File: config.mk
export PLATFORM = sky130hd
export DESIGN_NAME = apb_master_requester
export DESIGN_NICKNAME = d
export VERILOG_FILES = /design/src/rtl/apb_master_requester.sv
export SDC_FILE = /design/constraint.sdc
export NUM_CORES = 1
export LEC_CHECK = 0
export ABC_AREA = 1
export BUFFER_PORTS_ARGS = -buffer_cell sky130_fd_sc_hd__buf_2
export CAP_MARGIN = 20
export CORE_MARGIN = 3
export CORE_UTILIZATION = 51
export CTS_CLUSTER_SIZE = 16
export DETAILED_ROUTE_END_ITERATION = 6
export PLACE_DENSITY_LB_ADDON = 0.1
export SKIP_CTS_REPAIR_TIMING = 1
export SKIP_LAST_GASP = 1
export SLEW_MARGIN = 20
export SYNTH_ARGS = -nofsm -noshare
export SYNTH_HDL_FRONTEND = slang
export SYNTH_SLANG_ARGS = --single-unit
File: constraint.sdc
create_clock -name pclk -period 2.8 [get_ports pclk]
set_input_delay 0.42 -clock pclk [delete_from_list [all_inputs] [get_ports pclk]]
set_output_delay 0.42 -clock pclk [all_outputs]
set_load 0.05 [all_outputs]
File: src/rtl/apb_master_requester.sv
// APB4 requester: accepts one command over valid/ready, runs the SETUP/ACCESS
// handshake with wait states and an optional wait-state timeout, and returns
// read data and error status over a response valid/ready interface.
module apb_master_requester #(
   parameter int ADDR_WIDTH     = 32,
   parameter int DATA_WIDTH     = 32,
   parameter int NO_OF_SLAVES   = 1,
   parameter int TIMEOUT_CYCLES = 16
) (
   input  logic                      pclk,
   input  logic                      preset_n,
   // command channel
   input  logic                      cmd_valid,
   output logic                      cmd_ready,
   input  logic [ADDR_WIDTH-1:0]     cmd_addr,
   input  logic                      cmd_write,
   input  logic [DATA_WIDTH-1:0]     cmd_wdata,
   input  logic [DATA_WIDTH/8-1:0]   cmd_strb,
   input  logic [2:0]                cmd_prot,
   input  logic [3:0]                cmd_slave_sel,
   // response channel
   output logic                      rsp_valid,
   input  logic                      rsp_ready,
   output logic [DATA_WIDTH-1:0]     rsp_rdata,
   output logic                      rsp_slverr,
   output logic                      rsp_timeout,
   // APB master port
   output logic [ADDR_WIDTH-1:0]     paddr,
   output logic [NO_OF_SLAVES-1:0]   psel,
   output logic                      penable,
   output logic                      pwrite,
   output logic [DATA_WIDTH-1:0]     pwdata,
   output logic [DATA_WIDTH/8-1:0]   pstrb,
   output logic [2:0]                pprot,
   input  logic                      pready,
   input  logic [DATA_WIDTH-1:0]     prdata,
   input  logic                      pslverr
);

   localparam int STRB_WIDTH = DATA_WIDTH / 8;
   // A zero timeout disables the counter; keep it one bit wide so it still elaborates.
   localparam int CNT_W = (TIMEOUT_CYCLES > 0) ? $clog2(TIMEOUT_CYCLES + 1) : 1;
   localparam logic [CNT_W-1:0] CNT_LAST = CNT_W'((TIMEOUT_CYCLES > 0) ? TIMEOUT_CYCLES - 1 : 0);
   localparam logic [CNT_W-1:0] CNT_MAX  = {CNT_W{1'b1}};
   localparam logic [4:0]       NSLV     = 5'(NO_OF_SLAVES);

   localparam logic [1:0] ST_IDLE   = 2'd0;
   localparam logic [1:0] ST_SETUP  = 2'd1;
   localparam logic [1:0] ST_ACCESS = 2'd2;
   localparam logic [1:0] ST_RESP   = 2'd3;

   logic [1:0]            state_q,       state_d;
   logic                  ready_q;
   logic [ADDR_WIDTH-1:0] paddr_q,       paddr_d;
   logic                  pwrite_q,      pwrite_d;
   logic [DATA_WIDTH-1:0] pwdata_q,      pwdata_d;
   logic [STRB_WIDTH-1:0] pstrb_q,       pstrb_d;
   logic [2:0]            pprot_q,       pprot_d;
   logic [3:0]            sel_q,         sel_d;
   logic [CNT_W-1:0]      wait_cnt_q,    wait_cnt_d;
   logic [DATA_WIDTH-1:0] rsp_rdata_q,   rsp_rdata_d;
   logic                  rsp_slverr_q,  rsp_slverr_d;
   logic                  rsp_timeout_q, rsp_timeout_d;
   logic                  bus_active;

   // Next-state and datapath decisions for the transfer sequence.
   always_comb begin
      state_d       = state_q;
      paddr_d       = paddr_q;
      pwrite_d      = pwrite_q;
      pwdata_d      = pwdata_q;
      pstrb_d       = pstrb_q;
      pprot_d       = pprot_q;
      sel_d         = sel_q;
      wait_cnt_d    = wait_cnt_q;
      rsp_rdata_d   = rsp_rdata_q;
      rsp_slverr_d  = rsp_slverr_q;
      rsp_timeout_d = rsp_timeout_q;
      case (state_q)
         ST_IDLE: begin
            if (cmd_valid && ready_q) begin
               if ({1'b0, cmd_slave_sel} < NSLV) begin
                  state_d    = ST_SETUP;
                  paddr_d    = cmd_addr;
                  pwrite_d   = cmd_write;
                  pwdata_d   = cmd_wdata;
                  pstrb_d    = cmd_write ? cmd_strb : '0;
                  pprot_d    = cmd_prot;
                  sel_d      = cmd_slave_sel;
                  wait_cnt_d = '0;
               end else begin
                  // Unknown slave: answer with an error without touching the bus.
                  state_d       = ST_RESP;
                  rsp_rdata_d   = '0;
                  rsp_slverr_d  = 1'b1;
                  rsp_timeout_d = 1'b0;
               end
            end
         end
         ST_SETUP: begin
            state_d = ST_ACCESS;
         end
         ST_ACCESS: begin
            if (pready) begin
               // A ready slave wins even in the cycle the timeout would fire.
               state_d       = ST_RESP;
               rsp_rdata_d   = pwrite_q ? '0 : prdata;
               rsp_slverr_d  = pslverr;
               rsp_timeout_d = 1'b0;
            end else begin
               if (wait_cnt_q != CNT_MAX) begin
                  wait_cnt_d = wait_cnt_q + 1'b1;
               end
               if ((TIMEOUT_CYCLES > 0) && (wait_cnt_q == CNT_LAST)) begin
                  state_d       = ST_RESP;
                  rsp_rdata_d   = '0;
                  rsp_slverr_d  = 1'b1;
                  rsp_timeout_d = 1'b1;
               end
            end
         end
         ST_RESP: begin
            if (rsp_ready) begin
               state_d = ST_IDLE;
            end
         end
         default: begin
            state_d = ST_IDLE;
         end
      endcase
   end

   // State and held bus/response registers; reset clears every visible output.
   always_ff @(posedge pclk or negedge preset_n) begin
      if (!preset_n) begin
         state_q       <= ST_IDLE;
         ready_q       <= 1'b0;
         paddr_q       <= '0;
         pwrite_q      <= 1'b0;
         pwdata_q      <= '0;
         pstrb_q       <= '0;
         pprot_q       <= '0;
         sel_q         <= '0;
         wait_cnt_q    <= '0;
         rsp_rdata_q   <= '0;
         rsp_slverr_q  <= 1'b0;
         rsp_timeout_q <= 1'b0;
      end else begin
         state_q       <= state_d;
         ready_q       <= 1'b1;   // holds cmd_ready low until the first edge after reset
         paddr_q       <= paddr_d;
         pwrite_q      <= pwrite_d;
         pwdata_q      <= pwdata_d;
         pstrb_q       <= pstrb_d;
         pprot_q       <= pprot_d;
         sel_q         <= sel_d;
         wait_cnt_q    <= wait_cnt_d;
         rsp_rdata_q   <= rsp_rdata_d;
         rsp_slverr_q  <= rsp_slverr_d;
         rsp_timeout_q <= rsp_timeout_d;
      end
   end

   assign bus_active = (state_q == ST_SETUP) || (state_q == ST_ACCESS);

   // One select line per slave, decoded from the registered index.
   generate
      for (genvar gi = 0; gi < NO_OF_SLAVES; gi++) begin : g_psel
         assign psel[gi] = bus_active && (sel_q == 4'(gi));
      end
   endgenerate

   assign cmd_ready   = ready_q && (state_q == ST_IDLE);
   assign rsp_valid   = (state_q == ST_RESP);
   assign rsp_rdata   = rsp_rdata_q;
   assign rsp_slverr  = rsp_slverr_q;
   assign rsp_timeout = rsp_timeout_q;
   assign penable     = (state_q == ST_ACCESS);
   assign paddr       = paddr_q;
   assign pwrite      = pwrite_q;
   assign pwdata      = pwdata_q;
   assign pstrb       = pstrb_q;
   assign pprot       = pprot_q;

endmodule
; ---- Word-level counts from Yosys, hierarchy flattened
; Cells that the tools add are included.
; W data, S select, Z words.
[op_classes]
n_addsub = 1
n_lt_le_gt_ge = 1
n_eq_ne = 12
muxes = 27
n_reduce_logical = 11
[op_table]
columns = operator, count
row1 = $mux W32, 5
row2 = $pmux W32 S2, 1
row3 = $mux W5, 4
row4 = $mux W2, 5
row5 = $pmux W5 S2, 1
row6 = $ne A2 B2 Y1 const B, 4
row7 = $pmux W2 S4, 1
row8 = $mux W1, 7
row9 = $reduce_and A3 Y1, 2
row10 = $add A5 B1 Y5 const B, 1
row11 = $eq A5 B4 Y1 const B, 1
row12 = $ne A5 B5 Y1 const B, 1
row13 = $reduce_and A5 Y1, 1
row14 = $eq A2 B2 Y1 const B, 2
row15 = $logic_not A4 Y1, 1
row16 = $lt A4 B1 Y1 const B, 1
row17 = $mux W4, 1
row18 = $ne A2 B1 Y1 const B, 2
row19 = $pmux W1 S2, 2
row20 = $reduce_and A4 Y1, 1
row21 = $logic_and A1 B1 Y1, 3
row22 = $ne A3 B1 Y1 const B, 1
row23 = $eq A2 B1 Y1 const B, 1
row24 = $logic_not A2 Y1, 1
row25 = other kinds (2), 2
[word_totals]
regBits = 118
in_bits = 114
wordCells = 64

; ---- Longest topological paths before layout
; Gate-level depths: netlist (run 1).
[logic_depth]
ltp_word = 4
depth_mapped = 10
mapped_depth_nobuf = 10

; ---- Worst setup path after synthesis (run 1)
; Ideal clock, no wire load.
[synth_timing]
path_kind = register -> output
from = register state_q[1]
to = output port psel
t_arrival_ps = 1808
required_time_ps = 2380
path_slack_ps = 572
stages_incl_launch_ff = 5
path_buffers = 0
path_cell_list = dfrtp_1 -> inv_1 -> ha_1 -> nand3_1 -> nor3_1
[synth_via]
elab_chain_len = 3
[synth_rtl]
columns = item, line_no
row1 = from (decl), 52  ; logic [1:0] state_q, state_d;
row2 = from (signal assigned), 149  ; state_q <= state_d;
row3 = $eq A2 B1 Y1 / $eq A2 B2 Y1 (equally long branches), 164  ; assign bus_active = (state_q == ST_SETUP) || (state_q == ST_ACCESS);
row4 = $logic_or A1 B1 Y1 *, 164
row5 = $logic_and A1 B1 Y1 *, 169  ; assign psel[gi] = bus_active && (sel_q == 4'(gi));
row6 = to (decl), 29  ; output logic [NO_OF_SLAVES-1:0] psel,
; Every way passes the cells marked *; elsewhere a longest branch is shown, timed or not.

; ---- Worst setup path after layout (run 1)
[layout_timing]
from = register wait_cnt_q[0]
to = register rsp_rdata_q[29], in the netlist rsp_rdata[29]
[layout_via]
elab_chain_len = 3
[layout_rtl]
columns = item, line_no
row1 = from (decl), 60  ; logic [CNT_W-1:0] wait_cnt_q, wait_cnt_d;
row2 = from (signal assigned), 157  ; wait_cnt_q <= wait_cnt_d;
row3 = $eq A5 B4 Y1, 114  ; if ((TIMEOUT_CYCLES > 0) && (wait_cnt_q == CNT_LAST)) begin
row4 = $ne A3 B1 Y1 (no line), n/a
row5 = $reduce_and A4 Y1 (no line), n/a
row6 = to (signal assigned), 158  ; rsp_rdata_q <= rsp_rdata_d;
row7 = to (decl), 61  ; logic [DATA_WIDTH-1:0] rsp_rdata_q, rsp_rdata_d;
; No other way between the ends.
; A chain may end at the register's enable or synchronous reset.

==> results.py, run 1 <==
metrics = {
    "yosys": {
        "netlist_instances": 629,
        "netlist_area_um2": 5220,
        "avgSynthCellArea_um2": 8.29,
        "ys_ff_latch": 118,
        "seq_area_frac_synth_pct": 56.6,
        "yosysUniqueCellTypes": 22,
        "yosysWarnings": 0,
        "syn_nets": 750,
    },
    "clocking": {
        "cts_max_level": 4,
        "path_clk_slew_ns": 0.06,
        "clock_path_buffers": 2,
        "worstSkewPairLatency_ns": 0.52,
        "clock-root-buffer": "clkbuf_8",
        "numCtsBuffers": 17,
        "cts_sinks": 118,
        "tritoncts": "yes",
    },
    "timing": {
        "clock_skew_ns": 0.0129,
        "finalSetupTns_ns": 0,
        "timing.fmax_mhz": 447,
        "timing.final.crit_share_pct": 79.9,
        "tightest_slew_ns": 0.626,
        "hold_viol": 0,
        "min_period_ns": 2.24,
        "relSlewSlack_pct": 58.3,
        "finalSetupViolCount": 0,
        "worst_slack_ns": 0.563,
        "slew_violations": 0,
        "rsz0062_at_grt": "false",
    },
    "route": {
        "via_count": 4841,
        "drt_iter0_drc": 291,
        "drtAntennaViolNets": 0,
        "wire_per_inst_um": 13.8,
        "avgViaCountPerCell": 4.90,
        "wl_um": 13600,
        "first_pass_iters": 5,
        "drc": 0,
    },
    "final_layout": {
        "stdcell_count": 987,
        "layout.nets": 963,
        "drive_gt1_share_pct": 31.7,
        "syn_to_final_growth_pct": 33.8,
        "insertedDiodeCount": 0,
        "nFillCells": 836,
    },
    "setup_path": {
        "cpMostUsedCell": "nand2_1",
        "path_cells": "ha_1, nand2_1, nor2_1, ha_1, o21ai_2, inv_2, nand2_4, nand2_1, nand2_1",
        "max_stage_delay_ns": 0.42,
        "crit_slowest_cell": "inv_2",
        "start_kind": "register",
        "path_max_fanout": 35,
        "required_ns": 3.19,
        "cp.arrival_ns": 2.63,
        "cp-end-kind": "register",
        "critPathKind": "register to register",
    },
    "job": {
        "drv_cap": 0,
    },
    "die": {
        "pin_count": 224,
        "die_h_um": 107,
        "die_area_um2": 11500,
        "initial_core_util_pct": 52.9,
        "die_x_um": 107,
        "row_count": 36,
        "core_area_um2": 9860,
    },
    "status": {
        "outcome": "complete, no violations",
    },
    "power_and_ir_drop": {
        "powerDensity_nw_per_um2": 1070,
        "ir_worst_vdd_mv": 0.651,
        "power_leakage_uw": 0.00435,
        "design_power_total_uw": 7440,
    },
    "placed_design": {
        "hpwl_um": 9270,
        "dp_slack_ns": 0.598,
        "gp_congestion": 0.815,
        "post-place-cells": 955,
        "numPortBuffers": 223,
    },
    "hold_path": {
        "hold_path.class": "input pin to register",
    },
    "global_route": {
        "grt_max_degree": 72,
        "grt_pass1_vias": 4729,
        "grt_first_pass_wirelength_um": 22100,
        "grt_usage_pct": 24.3,
        "antenna_found_initial": 0,
        "grt-ovfl-total": 0,
    },
}
-- path summary, 6_finish.rpt --
path,start,slack [ns],cells past startpoint,end
setup / recovery,wait_cnt_q[0]$_DFFE_PN0P_,0.56,9,rsp_rdata[29]$_DFFE_PN0P_
hold / removal,cmd_wdata[20],0.1,3,pwdata[20]$_DFFE_PN0P_
setup reg to reg,wait_cnt_q[0]$_DFFE_PN0P_,0.56,9,rsp_rdata[29]$_DFFE_PN0P_
hold reg to reg,rsp_rdata[14]$_DFFE_PN0P_,0.46,2,rsp_rdata[14]$_DFFE_PN0P_
max in group asynchronous,preset_n,1.67,3,rsp_rdata[31]$_DFFE_PN0P_
min in group asynchronous,preset_n,0.42,2,rsp_rdata[21]$_DFFE_PN0P_
-- worst max-delay path: cells and delay by family, from the launching register on --
kind / cells / cell delay [ns]
AO/OA/AOI/OAI: 1 / 0.08
AND/OR/NAND/NOR: 5 / 0.82
adder cells (fa/ha/maj): 2 / 0.39
flip-flops: 1 / 0.39
buffers and inverters: 1 / 0.42
-- kinds of logic after synthesis --
| family | synth area share (%) |
|---|---|
| AO/OA/AOI/OAI | 7.46 |
| adder cells (fa/ha/maj) | 1.68 |
| buffers and inverters | 7.68 |
| flip-flops | 56.6 |
| other | 0.0719 |
| AND/OR/NAND/NOR | 26.5 |
-- per-layer routing --
layer	GRT usage, %	part of all wire, %	up-vias
met5	0	0	-
met4	9.86	2.2	0
met3	8.85	9.8	23
met2	37.7	47	195
met1	31.0	41	2241
li1	-	-	2382
-- through the flow --
step	util [%]	instance area, um2	hold WS, ns
6_report	70.8	6980	0.0970
3_3_place_gp	64.6	6370	0.428
2_1_floorplan	-	5220	0.124
5_1_grt	70.8	6980	0.0849
4_1_cts	70.7	6970	-0.117
3_5_place_dp	64.6	6370	0.432
-- where the power goes --
group / leakage (uW) / internal, uW / total [uW] / switching (uW)
sequential: 0.00159 / 2100 / 2290 / 189
combinational: 0.00246 / 607 / 2930 / 2330
clock: 0.000297 / 1480 / 2220 / 741
total: 0.00435 / 4180 / 7440 / 3260
-- sequential cells by signal, indices dropped and copies added, names as in the netlist, 2 cells and up --
| name | cells |
|---|---|
| rsp_rdata | 32 |
| state_q | 2 |
| pprot | 3 |
| wait_cnt_q | 5 |
| pstrb | 4 |
| sel_q | 4 |
| pwdata | 32 |
| paddr | 32 |
-- placed cells by master, fill, tap and decap left out --
cell and n:
buf_12 2, buf_2 222, buf_4 5, bufinv_16 4, clkbuf_1 2, clkbuf_16 16, clkbuf_8 3, clkinv_2 5
clkinvlp_4 1, conb_1 1, dfrtp_1 118, dlygate4sd3_1 1, ha_1 7, inv_1 50, inv_2 2, nand2_1 233
nand2_2 2, nand2_4 4, nand3_1 44, nand3b_1 2, nand4_1 1, nor2_1 47, nor2_2 1, nor2_4 1
nor3_1 1, o21ai_0 76, o21ai_2 1, or2_2 2
-- cells in the mapped netlist --
| library cell | instances | area, um2 |
|---|---|---|
| nor2_1 | 47 | 176 |
| buf_4 | 1 | 7.51 |
| nand3_1 | 44 | 220 |
| o21ai_0 | 76 | 380 |
| nand4_1 | 1 | 6.26 |
| nand2_4 | 4 | 45.0 |
| inv_2 | 2 | 7.51 |
| dfrtp_1 | 118 | 2950 |
| nor2_4 | 1 | 11.3 |
| inv_1 | 50 | 188 |
| conb_1 | 1 | 3.75 |
| nor2_2 | 1 | 6.26 |
| nand2_2 | 1 | 6.26 |
| buf_6 | 7 | 78.8 |
| ha_1 | 7 | 87.6 |
| nand2_1 | 234 | 878 |
| or2_2 | 2 | 12.5 |
| clkbuf_1 | 17 | 63.8 |
| nand3b_1 | 2 | 15.0 |
| nor3_1 | 1 | 5.00 |
| o21ai_2 | 1 | 8.76 |
| buf_2 | 11 | 55.1 |
-- layout make-up --
type                    instances  area, um2  area share [%]
clock buffers                  21        449            6.43
flip-flops and latches        118       2950            42.3
multi-input cells             423       1870            26.7
clock inverters                10        153            2.19
repair buffers                230       1200            17.2
well taps                     133        166            2.38
inverters                      52        195            2.80
No activity file was read; power rests on OpenSTA's default activity.
==> inputs of run 2 (changes only) <==
- CORE_UTILIZATION: 51 -> 43
- clock period: 2.8 -> 2 ns (I/O delays scaled with it)
==> results.py, run 2 (synthesis gave the netlist of run 1 again) <==
metrics = {
    "die": {
        "die_area_um2": 13500,
        "pin_count": 224,
        "row_count": 39,
        "initial_core_util_pct": 44.9,
        "core_area_um2": 11600,
        "die_x_um": 116,
        "die_h_um": 116,
    },
    "setup_path": {
        "startpoint": "state_q[1]$_DFFE_PN0P_",
        "regToRegSetupSlack_ns": 0.23,
        "rr_startpoint": "wait_cnt_q[0]$_DFFE_PN0P_",
        "crit_slowest_cell": "dfrtp_1",
        "required_ns": 1.70,
        "cp_num_buf_inv": 2,
        "start_kind": "register",
        "critPathKind": "register to primary output",
        "worstSetupPathDepth": 5,
        "max_stage_delay_ns": 0.37,
        "reg2reg_to": "rsp_rdata[30]$_DFFE_PN0P_",
        "path_cells": "inv_1, ha_2, nand3_1, nor3_2, buf_6",
        "cp_top_family": "flip-flops",
        "crit_end": "psel",
        "path_max_fanout": 3,
        "reg2regPathDepth": 9,
        "cp.arrival_ns": 1.61,
        "cp-end-kind": "primary output",
    },
    "clocking": {
        "clock_path_buffers": 2,
        "worstSkewPairLatency_ns": 0.41,
        "clock-root-buffer": "clkbuf_16",
        "cts_sinks": 118,
        "cts_max_level": 4,
        "path_clk_slew_ns": 0.05,
        "numCtsBuffers": 17,
        "tritoncts": "yes",
    },
    "route": {
        "drc": 0,
        "first_pass_iters": 4,
        "wire_per_inst_um": 13.9,
        "avgViaCountPerCell": 4.79,
        "via_count": 4810,
        "drtAntennaViolNets": 0,
        "wl_um": 13900,
        "drt_iter0_drc": 330,
    },
    "power_and_ir_drop": {
        "power_leakage_uw": 0.00439,
        "ir_worst_vdd_mv": 0.788,
        "powerDensity_nw_per_um2": 1490,
    },
    "placed_design": {
        "hpwl_um": 9770,
        "gp_congestion": 0.811,
        "dp_slack_ns": 0.221,
        "placed_cell_area_um2": 6450,
        "numPortBuffers": 223,
    },
    "hold_path": {
        "hold_path.class": "input pin to register",
    },
    "final_layout": {
        "drive_gt1_share_pct": 32.6,
        "layout.nets": 970,
        "final_util_pct": 61.0,
        "layout_commonest_cell": "nand2_1",
        "insertedDiodeCount": 0,
        "syn_to_final_growth_pct": 35.9,
        "final_cell_mix": "233 x nand2_1, 221 x buf_2, 118 x dfrtp_1",
        "postLayoutCellArea_um2": 7090,
    },
    "timing": {
        "clock_skew_ns": 0.00546,
        "relSlewSlack_pct": 65.7,
        "rsz0062_at_grt": "true",
        "holdWs_ns": 0.0901,
        "tightest_slew_ns": 0.515,
        "slew_violations": 0,
        "hold_viol": 0,
        "worst_slack_ns": 0.0924,
        "min_period_ns": 1.91,
        "timing.fmax_mhz": 524,
        "finalSetupTns_ns": 0,
        "timing.final.crit_share_pct": 95.4,
        "finalSetupViolCount": 0,
    },
    "global_route": {
        "grt_first_pass_wirelength_um": 21900,
        "grt_max_degree": 49,
        "grt_usage_pct": 20.8,
        "grt_pass1_vias": 4490,
        "grt-ovfl-total": 0,
        "antenna_found_initial": 0,
    },
    "job": {
        "drv_cap": 0,
    },
    "status": {
        "outcome": "complete, no violations",
    },
}
## run 2: cell types whose count changed in the layout (fill, tap and decap cells not counted), sizes merged
cell,delta
buf,+7
bufinv,-1
clkbuf,+2
clkinv,+1
clkinvlp,-1
## run 2: power by group
part,switching (uW),internal [uW],total [uW]
sequential,266,2940,3200
combinational,3320,969,4290
clock,1020,2050,3070
total,4600,5960,10600
## run 2: cell type report
type                    count  area [um2]
well taps                 143         179
inverters                  52         195
clock inverters             9         124
repair buffers            237        1280
clock buffers              23         478
flip-flops and latches    118        2950
multi-input cells         423        1880
fillers                  1070        4530
## run 2: routing by layer
layer  vias up  global-route usage, %  wire [um]
li1       2385                      -          -
met1      2199                   27.2       5810
met2       210                   31.5       6520
met3        16                   8.24       1360
met4         0                   7.73        236
met5         -                      0          0
## run 2: per-stage QoR
stage | total power [uW] | instances
floorplan | 6440 | 629
global placement | 7420 | 970
detailed placement | 7500 | 970
CTS | 10600 | 1002
global route | 11100 | 1005
finish | 10600 | 1005
## run 2: worst min-delay path by stage
| stage | slack (ns) | end | cells after the start | startpoint |
|---|---|---|---|---|
| after global routing | 0.08 | paddr[25]$_DFFE_PN0P_ | 3 | cmd_addr[25] |
| final | 0.09 | pwdata[29]$_DFFE_PN0P_ | 3 | cmd_wdata[29] |
| after floorplan | 0.004 | paddr[0]$_DFFE_PN0P_ | 0 | preset_n |
| after CTS | -0.13 | rsp_rdata[23]$_DFFE_PN0P_ | 1 | preset_n |
| after global placement | 0.30 | rsp_rdata[22]$_DFFE_PN0P_ | 1 | preset_n |
| after detailed placement | 0.30 | rsp_rdata[23]$_DFFE_PN0P_ | 1 | preset_n |
## run 2: worst register-to-register path, stage by stage (launching register included)
cell	delay, ns
dfrtp_1	0.41
ha_1	0.23
nand2_1	0.08
nor2_1	0.06
ha_1	0.19
o21ai_2	0.18
inv_2	0.07
buf_4	0.24
nand3_1	0.12
nand2_1	0.07
